## src/rtl/io_bus_arbiter_pkg.sv

```systemverilog
// rtl/io_bus_arbiter_pkg.sv - shared widths, ctrl bit positions, FSM encoding and round-robin helper
`ifndef IO_BUS_WIDTH_ADDR
`define IO_BUS_WIDTH_ADDR 32
`endif
`ifndef IO_BUS_WIDTH_DATA
`define IO_BUS_WIDTH_DATA 32
`endif
`ifndef IO_BUS_WIDTH_CTRL
`define IO_BUS_WIDTH_CTRL 4
`endif

package io_bus_arbiter_pkg;

  localparam int IO_N_MST_DEF   = 2;
  localparam int IO_ADDR_W_DEF  = `IO_BUS_WIDTH_ADDR;
  localparam int IO_DATA_W_DEF  = `IO_BUS_WIDTH_DATA;
  localparam int IO_CTRL_W_DEF  = `IO_BUS_WIDTH_CTRL;
  localparam int IO_TIMEOUT_DEF = 255;

  localparam int CTRL_WRITE = 0;
  localparam int CTRL_READ  = 1;

  typedef enum logic [1:0] {
    ST_IDLE   = 2'd0,
    ST_ACCESS = 2'd1,
    ST_RESP   = 2'd2
  } state_t;

  // Next search start after granting master k among n masters.
  function automatic int rr_next(input int k, input int n);
    return (k + 1 >= n) ? 0 : k + 1;
  endfunction

endpackage

```

## src/rtl/io_bus_arbiter_if.sv

```systemverilog
// rtl/io_bus_arbiter_if.sv - master-side request/response and device-bus signals of the arbiter
interface io_bus_arbiter_if
  import io_bus_arbiter_pkg::*;
#(
  parameter int N_MST  = IO_N_MST_DEF,
  parameter int ADDR_W = IO_ADDR_W_DEF,
  parameter int DATA_W = IO_DATA_W_DEF,
  parameter int CTRL_W = IO_CTRL_W_DEF
);

  logic [N_MST-1:0]        m_req;
  logic [N_MST*ADDR_W-1:0] m_addr;
  logic [N_MST*CTRL_W-1:0] m_ctrl;
  logic [N_MST*DATA_W-1:0] m_wdata;
  logic [N_MST-1:0]        m_gnt;
  logic [N_MST-1:0]        m_done;
  logic                    m_err;
  logic [DATA_W-1:0]       m_rdata;

  logic                    bus_BC;
  logic [ADDR_W-1:0]       bus_addr;
  logic [CTRL_W-1:0]       bus_ctrl;
  logic [DATA_W-1:0]       bus_wdata;
  logic [DATA_W-1:0]       bus_rdata;
  logic                    bus_rdy;

  // slave: the arbiter itself; master: requesters plus device, as seen from outside.
  modport slave (
    input  m_req, m_addr, m_ctrl, m_wdata, bus_rdata, bus_rdy,
    output m_gnt, m_done, m_err, m_rdata, bus_BC, bus_addr, bus_ctrl, bus_wdata
  );

  modport master (
    output m_req, m_addr, m_ctrl, m_wdata, bus_rdata, bus_rdy,
    input  m_gnt, m_done, m_err, m_rdata, bus_BC, bus_addr, bus_ctrl, bus_wdata
  );

endinterface

```

## src/rtl/io_bus_arbiter_rr_pick.sv

```systemverilog
// rtl/io_bus_arbiter_rr_pick.sv - combinational round-robin winner search starting at ptr
module rr_pick #(
  parameter int N     = 2,
  parameter int IDX_W = 1
) (
  input  logic [N-1:0]     req,
  input  logic [IDX_W-1:0] ptr,
  output logic [N-1:0]     gnt,
  output logic [IDX_W-1:0] idx,
  output logic             any
);

  int j;

  always_comb begin
    gnt = '0;
    idx = '0;
    any = 1'b0;
    j   = 0;
    for (int i = 0; i < N; i++) begin
      j = int'(ptr) + i;
      if (j >= N) j = j - N;
      if (!any && req[j]) begin
        any    = 1'b1;
        gnt[j] = 1'b1;
        idx    = IDX_W'(j);
      end
    end
  end

endmodule

```

## src/rtl/io_bus_arbiter.sv

```systemverilog
// rtl/io_bus_arbiter.sv - round-robin arbiter granting N_MST masters one device-bus access at a time
module io_bus_arbiter
  import io_bus_arbiter_pkg::*;
#(
  parameter int N_MST   = IO_N_MST_DEF,
  parameter int ADDR_W  = IO_ADDR_W_DEF,
  parameter int DATA_W  = IO_DATA_W_DEF,
  parameter int CTRL_W  = IO_CTRL_W_DEF,
  parameter int TIMEOUT = IO_TIMEOUT_DEF
) (
  input logic             clk,
  input logic             rst,
  io_bus_arbiter_if.slave io
);

  localparam int IDX_W = $clog2(N_MST);
  localparam int CNT_W = (TIMEOUT < 1) ? 1 : $clog2(TIMEOUT + 1);

  state_t state, state_nx;

  logic [IDX_W-1:0]  ptr;
  logic [IDX_W-1:0]  pick_idx;
  logic [N_MST-1:0]  pick_gnt;
  logic              pick_any;
  logic [N_MST-1:0]  gnt_q;
  logic [CNT_W-1:0]  cnt;
  logic [ADDR_W-1:0] addr_q;
  logic [CTRL_W-1:0] ctrl_q;
  logic [DATA_W-1:0] wdata_q;
  logic [DATA_W-1:0] rdata_q;
  logic              err_q;
  logic [ADDR_W-1:0] sel_addr;
  logic [CTRL_W-1:0] sel_ctrl;
  logic [DATA_W-1:0] sel_wdata;
  logic              timeout_hit;
  logic              bc;
  logic [N_MST-1:0]  done;

  rr_pick #(
    .N    (N_MST),
    .IDX_W(IDX_W)
  ) u_pick (
    .req(io.m_req),
    .ptr(ptr),
    .gnt(pick_gnt),
    .idx(pick_idx),
    .any(pick_any)
  );

  always_comb begin
    sel_addr  = '0;
    sel_ctrl  = '0;
    sel_wdata = '0;
    for (int i = 0; i < N_MST; i++) begin
      if (pick_idx == IDX_W'(i)) begin
        sel_addr  = io.m_addr[i*ADDR_W +: ADDR_W];
        sel_ctrl  = io.m_ctrl[i*CTRL_W +: CTRL_W];
        sel_wdata = io.m_wdata[i*DATA_W +: DATA_W];
      end
    end
  end

  assign timeout_hit = (cnt == CNT_W'(TIMEOUT));

  always_ff @(posedge clk or posedge rst) begin
    if (rst) state <= ST_IDLE;
    else     state <= state_nx;
  end

  always_comb begin
    state_nx = state;
    bc       = 1'b0;
    done     = '0;
    case (state)
      ST_IDLE: begin
        if (pick_any) state_nx = ST_ACCESS;
      end
      ST_ACCESS: begin
        bc = 1'b1;
        if (io.bus_rdy || timeout_hit) state_nx = ST_RESP;
      end
      ST_RESP: begin
        done     = gnt_q;
        state_nx = ST_IDLE;
      end
      default: state_nx = ST_IDLE;
    endcase
  end

  // The device sees only the values latched at grant; master inputs are ignored afterwards.
  always_ff @(posedge clk or posedge rst) begin
    if (rst) begin
      ptr     <= '0;
      gnt_q   <= '0;
      cnt     <= '0;
      addr_q  <= '0;
      ctrl_q  <= '0;
      wdata_q <= '0;
      rdata_q <= '0;
      err_q   <= 1'b0;
    end else begin
      case (state)
        ST_IDLE: begin
          cnt <= '0;
          if (pick_any) begin
            gnt_q   <= pick_gnt;
            addr_q  <= sel_addr;
            ctrl_q  <= sel_ctrl;
            wdata_q <= sel_wdata;
            ptr     <= IDX_W'(rr_next(int'(pick_idx), N_MST));
          end
        end
        ST_ACCESS: begin
          if (io.bus_rdy) begin
            rdata_q <= io.bus_rdata;
            err_q   <= 1'b0;
          end else if (timeout_hit) begin
            rdata_q <= '0;
            err_q   <= 1'b1;
          end else begin
            cnt <= cnt + CNT_W'(1);
          end
        end
        ST_RESP: begin
          gnt_q <= '0;
        end
        default: gnt_q <= '0;
      endcase
    end
  end

  assign io.m_gnt     = gnt_q;
  assign io.m_done    = done;
  assign io.m_err     = err_q;
  assign io.m_rdata   = rdata_q;
  assign io.bus_BC    = bc;
  assign io.bus_addr  = addr_q;
  assign io.bus_ctrl  = bc ? ctrl_q : '0;
  assign io.bus_wdata = wdata_q;

endmodule

```

## src/flat_wrapper.sv

```systemverilog
// flat-port wrapper written by rule: the top's interface ports become plain ports
module io_bus_arbiter_flat import io_bus_arbiter_pkg::*;
#(
  parameter int N_MST   = IO_N_MST_DEF,
  parameter int ADDR_W  = IO_ADDR_W_DEF,
  parameter int DATA_W  = IO_DATA_W_DEF,
  parameter int CTRL_W  = IO_CTRL_W_DEF,
  parameter int TIMEOUT = IO_TIMEOUT_DEF
)
  (clk, rst, io_m_req, io_m_addr, io_m_ctrl, io_m_wdata, io_bus_rdata, io_bus_rdy, io_m_gnt, io_m_done, io_m_err, io_m_rdata, io_bus_BC, io_bus_addr, io_bus_ctrl, io_bus_wdata);
  io_bus_arbiter_if #(.N_MST(N_MST), .ADDR_W(ADDR_W), .DATA_W(DATA_W), .CTRL_W(CTRL_W)) io_i ();
  input logic clk;
  input logic rst;
  input wire logic [$bits(io_i.m_req)-1:0] io_m_req;
  input wire logic [$bits(io_i.m_addr)-1:0] io_m_addr;
  input wire logic [$bits(io_i.m_ctrl)-1:0] io_m_ctrl;
  input wire logic [$bits(io_i.m_wdata)-1:0] io_m_wdata;
  input wire logic [$bits(io_i.bus_rdata)-1:0] io_bus_rdata;
  input wire logic [$bits(io_i.bus_rdy)-1:0] io_bus_rdy;
  output wire logic [$bits(io_i.m_gnt)-1:0] io_m_gnt;
  output wire logic [$bits(io_i.m_done)-1:0] io_m_done;
  output wire logic [$bits(io_i.m_err)-1:0] io_m_err;
  output wire logic [$bits(io_i.m_rdata)-1:0] io_m_rdata;
  output wire logic [$bits(io_i.bus_BC)-1:0] io_bus_BC;
  output wire logic [$bits(io_i.bus_addr)-1:0] io_bus_addr;
  output wire logic [$bits(io_i.bus_ctrl)-1:0] io_bus_ctrl;
  output wire logic [$bits(io_i.bus_wdata)-1:0] io_bus_wdata;
  assign io_i.m_req = io_m_req;
  assign io_i.m_addr = io_m_addr;
  assign io_i.m_ctrl = io_m_ctrl;
  assign io_i.m_wdata = io_m_wdata;
  assign io_i.bus_rdata = io_bus_rdata;
  assign io_i.bus_rdy = io_bus_rdy;
  assign io_m_gnt = io_i.m_gnt;
  assign io_m_done = io_i.m_done;
  assign io_m_err = io_i.m_err;
  assign io_m_rdata = io_i.m_rdata;
  assign io_bus_BC = io_i.bus_BC;
  assign io_bus_addr = io_i.bus_addr;
  assign io_bus_ctrl = io_i.bus_ctrl;
  assign io_bus_wdata = io_i.bus_wdata;
  io_bus_arbiter #(.N_MST(N_MST), .ADDR_W(ADDR_W), .DATA_W(DATA_W), .CTRL_W(CTRL_W), .TIMEOUT(TIMEOUT)) u_core (.clk(clk), .rst(rst), .io(io_i));
endmodule
```

## config.mk

```make
export PLATFORM = sky130hd
export DESIGN_NAME = io_bus_arbiter_flat
export DESIGN_NICKNAME = d
export VERILOG_FILES = /design/src/rtl/io_bus_arbiter_pkg.sv /design/src/rtl/io_bus_arbiter_if.sv /design/src/rtl/io_bus_arbiter_rr_pick.sv /design/src/rtl/io_bus_arbiter.sv /design/src/flat_wrapper.sv
export SDC_FILE = /design/constraint.sdc
export NUM_CORES = 1
export LEC_CHECK = 0
export CORE_MARGIN = 3
export CORE_UTILIZATION = 41
export CTS_CLUSTER_SIZE = 8
export DETAILED_ROUTE_END_ITERATION = 8
export PLACE_DENSITY_LB_ADDON = 0.1
export SLEW_MARGIN = 0
export SYNTH_ARGS = -nofsm -noshare
export SYNTH_HDL_FRONTEND = slang
export SYNTH_SLANG_ARGS = --single-unit
```

## constraint.sdc

```tcl
create_clock -name clk -period 5.6 [get_ports clk]
set_clock_uncertainty 0.05 [all_clocks]
set_input_delay 0.56 -clock clk [delete_from_list [all_inputs] [get_ports clk]]
set_output_delay 0.56 -clock clk [all_outputs]
set_load 0.01 [all_outputs]
```

==> results.txt, run 1 <==
----------------------------------------------------
[Outcome]
  Status ... finished, violations left
  Violations in the final reports ... design-rule violations

[Setup path]
  Reg2Reg Setup Slack ... 2.79 ns
  Gate family responsible for the most delay along the worst path ... buffers and inverters
  CP required ... 4.99 ns
  Logic depth of the worst path, buffers included ... 4
  Cell chain of the critical path ... nand2b_1, inv_2, and2_1, clkdlybuf4s50_1
  Delay of the slowest critical-path stage ... 0.61 ns
  Highest fanout seen on the critical path ... 42
  Data arrival time of the critical path ... approximately 2.6 ns
  Library cell contributing the largest single delay on the critical path ... sky130_fd_sc_hd__clkdlybuf4s50_1
  Worst-case reg-to-reg path depth ... 4
  Critical path class ... reg2out
  Crit path capture type ... output pin
  Launching element type of the critical path ... register
  Number of buffers and inverters on the critical path ... 2

[Yosys]
  Biggest area contributors in the synthesized netlist ... sky130_fd_sc_hd__dfrtp_1, sky130_fd_sc_hd__a222oi_1, sky130_fd_sc_hd__inv_1, sky130_fd_sc_hd__nand3_1, sky130_fd_sc_hd__o21ai_1
  Cells after Synth ... 453
  Most frequently used flop master after synthesis ... sky130_fd_sc_hd__dfrtp_1
  Dominant combinational cell family by area after synthesis ... compound AO/OA/AOI/OAI gates
  Fraction of post-synthesis cell area in the top cell type by area ... between 50% and 60%
  Post-synthesis share of cell area spent on and, or, nand and nor gates ... approximately 7.4%
  Number of enable-type register cells in the synthesized netlist ... 0
  Count of synthesis-stage warnings from yosys ... 0
  Fraction of synthesized cell area in xor and xnor cells ... 0%
  Fraction of the mapped netlist area in adder cells ... 0.259%
  Portion of netlist area occupied by mux cells ... 0.207%
  Dominant cell by count in the synthesized netlist ... sky130_fd_sc_hd__dfrtp_1
  Nets in the synthesized netlist ... roughly 630
  Mapped cell area ... 0.00483 mm²
  Sequential share of the synthesized area ... 59.1%
  Dominant cell type by area after synthesis ... sky130_fd_sc_hd__dfrtp_1
  Average size of a mapped cell ... 10.7 µm²
  Post-synthesis register bit count ... around 110
  Share of flip-flops with an asynchronous set or reset ... 100%
  Fraction of the mapped netlist area in compound gates ... 20.9%
  Most frequent cells after synthesis ... sky130_fd_sc_hd__dfrtp_1, sky130_fd_sc_hd__inv_1, sky130_fd_sc_hd__a222oi_1, sky130_fd_sc_hd__nand3_1, sky130_fd_sc_hd__o21ai_1
  Synth cell types ... 35

[GRT]
  First-pass GRT wire length ... 25500 µm
  Number of global-route vias before repair ... 4872
  Total routing resource utilization after global routing ... roughly a quarter
  Number of antenna violations at the first check in global routing ... 0
  Pin count of the biggest net entering global routing ... 76
  GRT overflow ... 0

[STA]
  Max Clock Freq ... 308 MHz
  Final-report setup violation count ... 0
  Max transition margin ... 18.0%
  Transition time at the pin with the least slew margin ... 1.22 ns
  Total negative setup slack ... 0 ns
  Final period util ... 58.0%
  Unrepaired setup endpoints after global routing ... false
  Max-slew violation count ... 0
  Worst setup slack after layout ... 2.35 ns
  Final Critical Period ... roughly 3.2 ns
  Final hold violations ... 0

[Placement]
  Input/output buffers ... 278
  Gpl congestion ... 0.818
  Detail Placement HPWL ... 11700 µm
  Pre-CTS setup slack ... approximately 2.6 ns
  Placed cell areas ... 0.00765 mm²

[Clock tree]
  TritonCTS clock tree ... built
  Post-CTS Repair Setup Buffers ... 0
  Number of sinks handled by clock tree synthesis ... 114
  Number of buffers on the longest clock path ... 2
  CTS Root Buffer Type ... sky130_fd_sc_hd__clkbuf_16
  Total clock buffers created by CTS ... 17
  Number of gates given a new drive strength after cts ... 0
  Clock Pin Slew Worst Setup and Hold Paths ... ~0.050 ns
  Source-to-sink clock delay at the later pin of the worst-skew pair ... 0.39 ns
  Post-cts hold buffer count ... 0
  Clock H-tree levels ... 4

[Power]
  Leakage power total ... 0.00384 µW
  Overall power ... 4520 µW
  IR drop worst, VDD ... 0.276 mV
  Power per cell area ... 546 mW/mm²

[Flow run]
  Max Cap Violations ... 0

[Final layout]
  Number of nets in the finished design ... 892
  Synthesis-to-layout area growth ... 71.4%
  Cell area after layout ... roughly 0.0083 mm²
  Diode count ... 0
  Fraction of layout cells with a size suffix above 1 ... 5.75%
  Final Util ... 74.1%

[Route]
  Wire per inst ... 18.9 µm
  Number of iterations in the first detailed-routing pass ... 9
  Vias ... 4731
  DRC violation total after the first TritonRoute iteration ... 507
  Antenna viol nets, final ... 0
  Vias per cell ... about 5.4
  Aggregate routed wire length ... 16500 µm
  Total DRC errors in the routed layout ... 1

[Worst hold path]
  Number of cells on the worst hold path ... 2
  Classification of the worst-slack hold path ... reg2reg

[Die]
  Starting density of the core ... 43.2%
  Die width ... 115 µm
  Std cell rows ... 38
  Boundary Pins ... 279
  Floorplan core area ... 0.0112 mm²
  Total Die Area ... roughly 0.013 mm²
  Die extent in y ... 115 µm

----------------------------------------------------
-- cell usage in the layout (no fill, tap or decap), types with 2 or more instances in the layout --
master	Yosys	final
sky130_fd_sc_hd__and2_1	6	6
sky130_fd_sc_hd__a21oi_1	5	5
sky130_fd_sc_hd__and3_1	4	2
sky130_fd_sc_hd__clkbuf_8	0	2
sky130_fd_sc_hd__buf_4	4	5
sky130_fd_sc_hd__clkdlybuf4s50_1	0	278
sky130_fd_sc_hd__a31oi_1	2	2
sky130_fd_sc_hd__dfrtp_1	114	114
sky130_fd_sc_hd__nor2_1	4	4
sky130_fd_sc_hd__o21ai_1	33	32
sky130_fd_sc_hd__o211ai_1	3	3
sky130_fd_sc_hd__clkbuf_16	0	17
sky130_fd_sc_hd__and3_2	0	2
sky130_fd_sc_hd__a222oi_1	68	68
sky130_fd_sc_hd__clkinv_2	0	6
sky130_fd_sc_hd__clkbuf_1	24	2
sky130_fd_sc_hd__nand2_1	7	7
sky130_fd_sc_hd__bufinv_16	0	4
sky130_fd_sc_hd__o22ai_1	2	2
sky130_fd_sc_hd__inv_1	107	106
sky130_fd_sc_hd__nand3_1	39	39
sky130_fd_sc_hd__o21ai_0	4	4
sky130_fd_sc_hd__nand2b_1	2	2
-- cell type report --
class                   count  area (µm²)
fillers                   809        2900
flip-flops and latches    114        2850
repair buffers            283        2820
multi-input cells         194        1400
clock buffers              21         460
inverters                 108         408
well taps                 140         175
clock inverters            11         159
-- layer usage --
layer	vias to the layer above	GRT usage [%]	share of wire (%)
met5	-	0	0
met4	0	9.11	2.0
met3	21	8.93	11
met2	259	41.8	50
met1	2281	29.5	37
li1	2170	-	-
-- sequential cells by signal, summed over array words and instances (netlist names) --
name and cells:
u_core.ctrl_q 4, u_core.io.m_rdata 32, u_core.io.m_err 1, u_core.cnt 8, u_core.io.m_gnt 2, u_core.state 2, u_core.io.bus_addr 32, u_core.io.bus_wdata 32
u_core.ptr 1
-- through the flow --
stage	hold WS (ns)	instances
after detailed placement	0.425	839
after floorplan	0.413	453
after global routing	0.463	871
final	0.438	871
after CTS	0.443	871
after global placement	0.423	839
-- worst paths after layout --
kind                                                startpoint                                   to
max                                u_core.state[1]$_DFFE_PP0P_                       io_bus_ctrl[0]
min                        u_core.io.bus_wdata[25]$_DFFE_PP0P_  u_core.io.bus_wdata[25]$_DFFE_PP0P_
max reg2reg                        u_core.state[1]$_DFFE_PP0P_     u_core.io.m_rdata[9]$_DFFE_PP0P_
min reg2reg                u_core.io.bus_wdata[25]$_DFFE_PP0P_  u_core.io.bus_wdata[25]$_DFFE_PP0P_
max in group asynchronous                                  rst   u_core.io.bus_wdata[1]$_DFFE_PP0P_
min in group asynchronous                                  rst  u_core.io.bus_wdata[12]$_DFFE_PP0P_
-- cells by family (layout without fill, tap and decap cells) --
kind of cell	after synthesis	after routing
adder cells (fa/ha/maj)	1	1
multiplexers	1	1
buffers and inverters	145	423
AO/OA/AOI/OAI	125	125
AND/OR/NAND/NOR	67	67
flip-flops	114	114
-- where the power goes --
| group | switching (µW) | total, µW | internal, µW |
|---|---|---|---|
| clock network | 364 | 1130 | 764 |
| logic | 900 | 1950 | 1050 |
| registers | 240 | 1450 | 1210 |
| total | 1500 | 4520 | 3020 |
-- worst min-delay path, cell delays in order, from the launching register on --
cell,delay (ns)
sky130_fd_sc_hd__dfrtp_1,0.34
sky130_fd_sc_hd__a222oi_1,0.06
sky130_fd_sc_hd__inv_1,0.06
Note: power is estimated with default switching activity, not from simulation.
==> run 2: changes to the inputs <==
--- a/config.mk
+++ b/config.mk
@@ -6,7 +6,7 @@
 export NUM_CORES = 1
 export LEC_CHECK = 0
 export CORE_MARGIN = 3
-export CORE_UTILIZATION = 41
+export CORE_UTILIZATION = 38
 export CTS_CLUSTER_SIZE = 8
 export DETAILED_ROUTE_END_ITERATION = 8
 export PLACE_DENSITY_LB_ADDON = 0.1
==> constraint.sdc (replaced) <==
create_clock -name clk -period 3.11 [get_ports clk]
set_clock_uncertainty 0.05 [all_clocks]
set_input_delay 0.311 -clock clk [delete_from_list [all_inputs] [get_ports clk]]
set_output_delay 0.311 -clock clk [all_outputs]
set_load 0.01 [all_outputs]
==> results.txt, run 2 (synthesis results as in run 1) <==
----------------------------------------------------
[Clock tree]
  Number of buffers on the longest clock path ... 2 (unchanged)
  Total clock buffers created by CTS ... 17 (unchanged)
  Post-CTS Repair Setup Buffers ... 0 (unchanged)
  TritonCTS clock tree ... built
  Number of sinks handled by clock tree synthesis ... 114 (unchanged)
  Clock H-tree levels ... 4 (unchanged)
  CTS Root Buffer Type ... sky130_fd_sc_hd__clkbuf_16
  Clock Pin Slew Worst Setup and Hold Paths ... 0.05 ns (about the same)
  Number of gates given a new drive strength after cts ... 0 (unchanged)
  Source-to-sink clock delay at the later pin of the worst-skew pair ... 0.41 ns (+0.02 ns)
  Post-cts hold buffer count ... 0 (unchanged)

[STA]
  Final Critical Period ... 2.62 ns
  Max-slew violation count ... 0 (unchanged)
  Unrepaired setup endpoints after global routing ... false
  Max Clock Freq ... about 380 MHz
  Total negative setup slack ... 0 ns (unchanged)
  Final hold violations ... 0 (unchanged)
  Max transition margin ... 53.5% (+35 points)
  Final period util ... 84.2%
  Transition time at the pin with the least slew margin ... 0.696 ns (-0.528 ns)
  Final-report setup violation count ... 0 (unchanged)

[GRT]
  Number of antenna violations at the first check in global routing ... 0 (unchanged)
  Pin count of the biggest net entering global routing ... 63 (-17%)
  First-pass GRT wire length ... 26800 µm (+5.1%)
  GRT overflow ... 0 (unchanged)
  Number of global-route vias before repair ... 4915 (+0.88%)
  Total routing resource utilization after global routing ... 24.3% (-0.62 points)

[Setup path]
  Highest fanout seen on the critical path ... 15 (-64%)
  R2r startpoint ... u_core.state[1]$_DFFE_PP0P_
  Data arrival time of the critical path ... 2.26 ns (-0.38 ns)
  CP required ... 2.75 ns (-2.24 ns)
  Critical path class ... reg2out
  Capture instance of the worst register-to-register path ... u_core.io.bus_addr[26]$_DFFE_PP0P_
  Reg2Reg Setup Slack ... 1.02 ns (-1.77 ns)
  Crit path capture type ... output pin
  Worst-case reg-to-reg path depth ... 5 (+1)
  Launching element type of the critical path ... register

[Power]
  Power per cell area ... 950 mW/mm² (+74%)
  Leakage power total ... 0.00380 µW (-0.87%)
  Overall power ... 7850 µW (+74%)
  IR drop worst, VDD ... 0.661 mV (+140%)

[Placement]
  Placed cell areas ... 0.00777 mm² (+1.5%)
  Gpl congestion ... 0.847 (+3.7%)
  Input/output buffers ... 278 (unchanged)
  Detail Placement HPWL ... 12600 µm (+7.6%)

[Route]
  Number of iterations in the first detailed-routing pass ... 9 (unchanged)
  Aggregate routed wire length ... 17200 µm (+4.3%)
  Total DRC errors in the routed layout ... 0 (-1)
  Wire per inst ... 19.1 µm (+1.1%)
  Antenna viol nets, final ... 0 (unchanged)
  Vias per cell ... 5.28 (-2.8%)
  Vias ... 4748 (+0.36%)
  DRC violation total after the first TritonRoute iteration ... 606 (+20%)

[Outcome]
  Status ... finished, final reports clean

[Final layout]
  Synthesis-to-layout area growth ... 71.3% (about the same)
  Filler Cell Count ... 976 (+21%)
  Cell area after layout ... 0.00827 mm² (about the same)
  Diode count ... 0 (unchanged)
  Fraction of layout cells with a size suffix above 1 ... 5.20% (-0.55 points)
  Register Area ... 0.00285 mm² (unchanged)
  Number of nets in the finished design ... 897 (+0.56%)
  Area of the multi-input gates ... 0.00140 mm² (unchanged)
  Most frequent standard cell in the layout excluding fill and tap cells ... sky130_fd_sc_hd__clkdlybuf4s50_1
  Commonest cells after routing, fill and taps aside ... sky130_fd_sc_hd__clkdlybuf4s50_1, sky130_fd_sc_hd__dfrtp_1, sky130_fd_sc_hd__inv_1, sky130_fd_sc_hd__a222oi_1, sky130_fd_sc_hd__nand3_1

[Die]
  Boundary Pins ... 279 (unchanged)
  Starting density of the core ... 39.5% (-3.7 points)
  Die width ... 119 µm (+3.7%)
  Die extent in y ... 119 µm (+3.7%)
  Std cell rows ... 40 (+5.3%)
  Floorplan core area ... 0.0122 mm² (+9.3%)
  Total Die Area ... 0.0141 mm² (+7.5%)

[Flow run]
  Max Cap Violations ... 0 (unchanged)

[Worst hold path]
  Classification of the worst-slack hold path ... in2async

----------------------------------------------------
==> run 2: cell types whose count changed in the layout (fill, tap and decap cells not counted), sizes merged <==
cell	previous run	this run
clkbuf	21	27
clkinv	7	0
clkinvlp	0	1
bufinv	4	0
inv	108	107
buf	5	10
==> run 2: worst max path at each step <==
| stage | slack (ns) | start | cells after the start | to |
|---|---|---|---|---|
| floorplan | 1.36 | rst | 1 | u_core.cnt[0]$_DFFE_PP0P_ |
| global placement | 0.89 | io_m_req[0] | 5 | u_core.io.bus_addr[27]$_DFFE_PP0P_ |
| detailed placement | 0.82 | io_m_req[0] | 6 | u_core.io.bus_wdata[3]$_DFFE_PP0P_ |
| CTS | 0.49 | u_core.state[1]$_DFFE_PP0P_ | 4 | io_bus_ctrl[1] |
| global route | 0.39 | u_core.state[1]$_DFFE_PP0P_ | 4 | io_bus_ctrl[1] |
| finish | 0.49 | u_core.state[1]$_DFFE_PP0P_ | 4 | io_bus_ctrl[1] |
==> run 2: worst max-delay path, cell delays in order (launching register included) <==
cell and delay [ns]:
sky130_fd_sc_hd__dfrtp_1 0.53, sky130_fd_sc_hd__nand2b_1 0.29, sky130_fd_sc_hd__inv_2 0.29, sky130_fd_sc_hd__and2_1 0.18, sky130_fd_sc_hd__clkdlybuf4s50_1 0.56
==> run 2: power by group <==
part / internal (µW) / leakage, µW / switching (µW)
clock network: 1080 / 0.000245 / 606
registers: 2170 / 0.00142 / 419
logic: 1930 / 0.00214 / 1650
==> run 2: per-stage QoR <==
step | cells | setup slack, ns | util (%) | hold slack, ns
finish | 899 | 0.492 | 67.7 | 0.318
global route | 899 | 0.388 | 67.7 | 0.357
CTS | 899 | 0.491 | 67.7 | 0.323
detailed placement | 872 | 0.822 | 63.6 | 0.427
floorplan | 453 | 1.36 | - | 0.386
global placement | 872 | 0.891 | 63.6 | 0.425
==> run 2: area by class of cell <==
class / instances / share of cell area, %
inverter: 108 / 4.95
timing repair buffer: 288 / 35.0
clock buffer: 27 / 6.08
tap: 168 / 2.54
sequential: 114 / 34.5
multi-input combinational: 194 / 16.9
==> run 2: routing by layer <==
layer | up-vias | track usage [%] | routed length (µm)
met5 | - | 0 | 0
li1 | 2172 | - | -
met3 | 23 | 9.62 | 1570
met4 | 0 | 9.20 | 366
met1 | 2329 | 28.0 | 6540
met2 | 224 | 40.7 | 8740
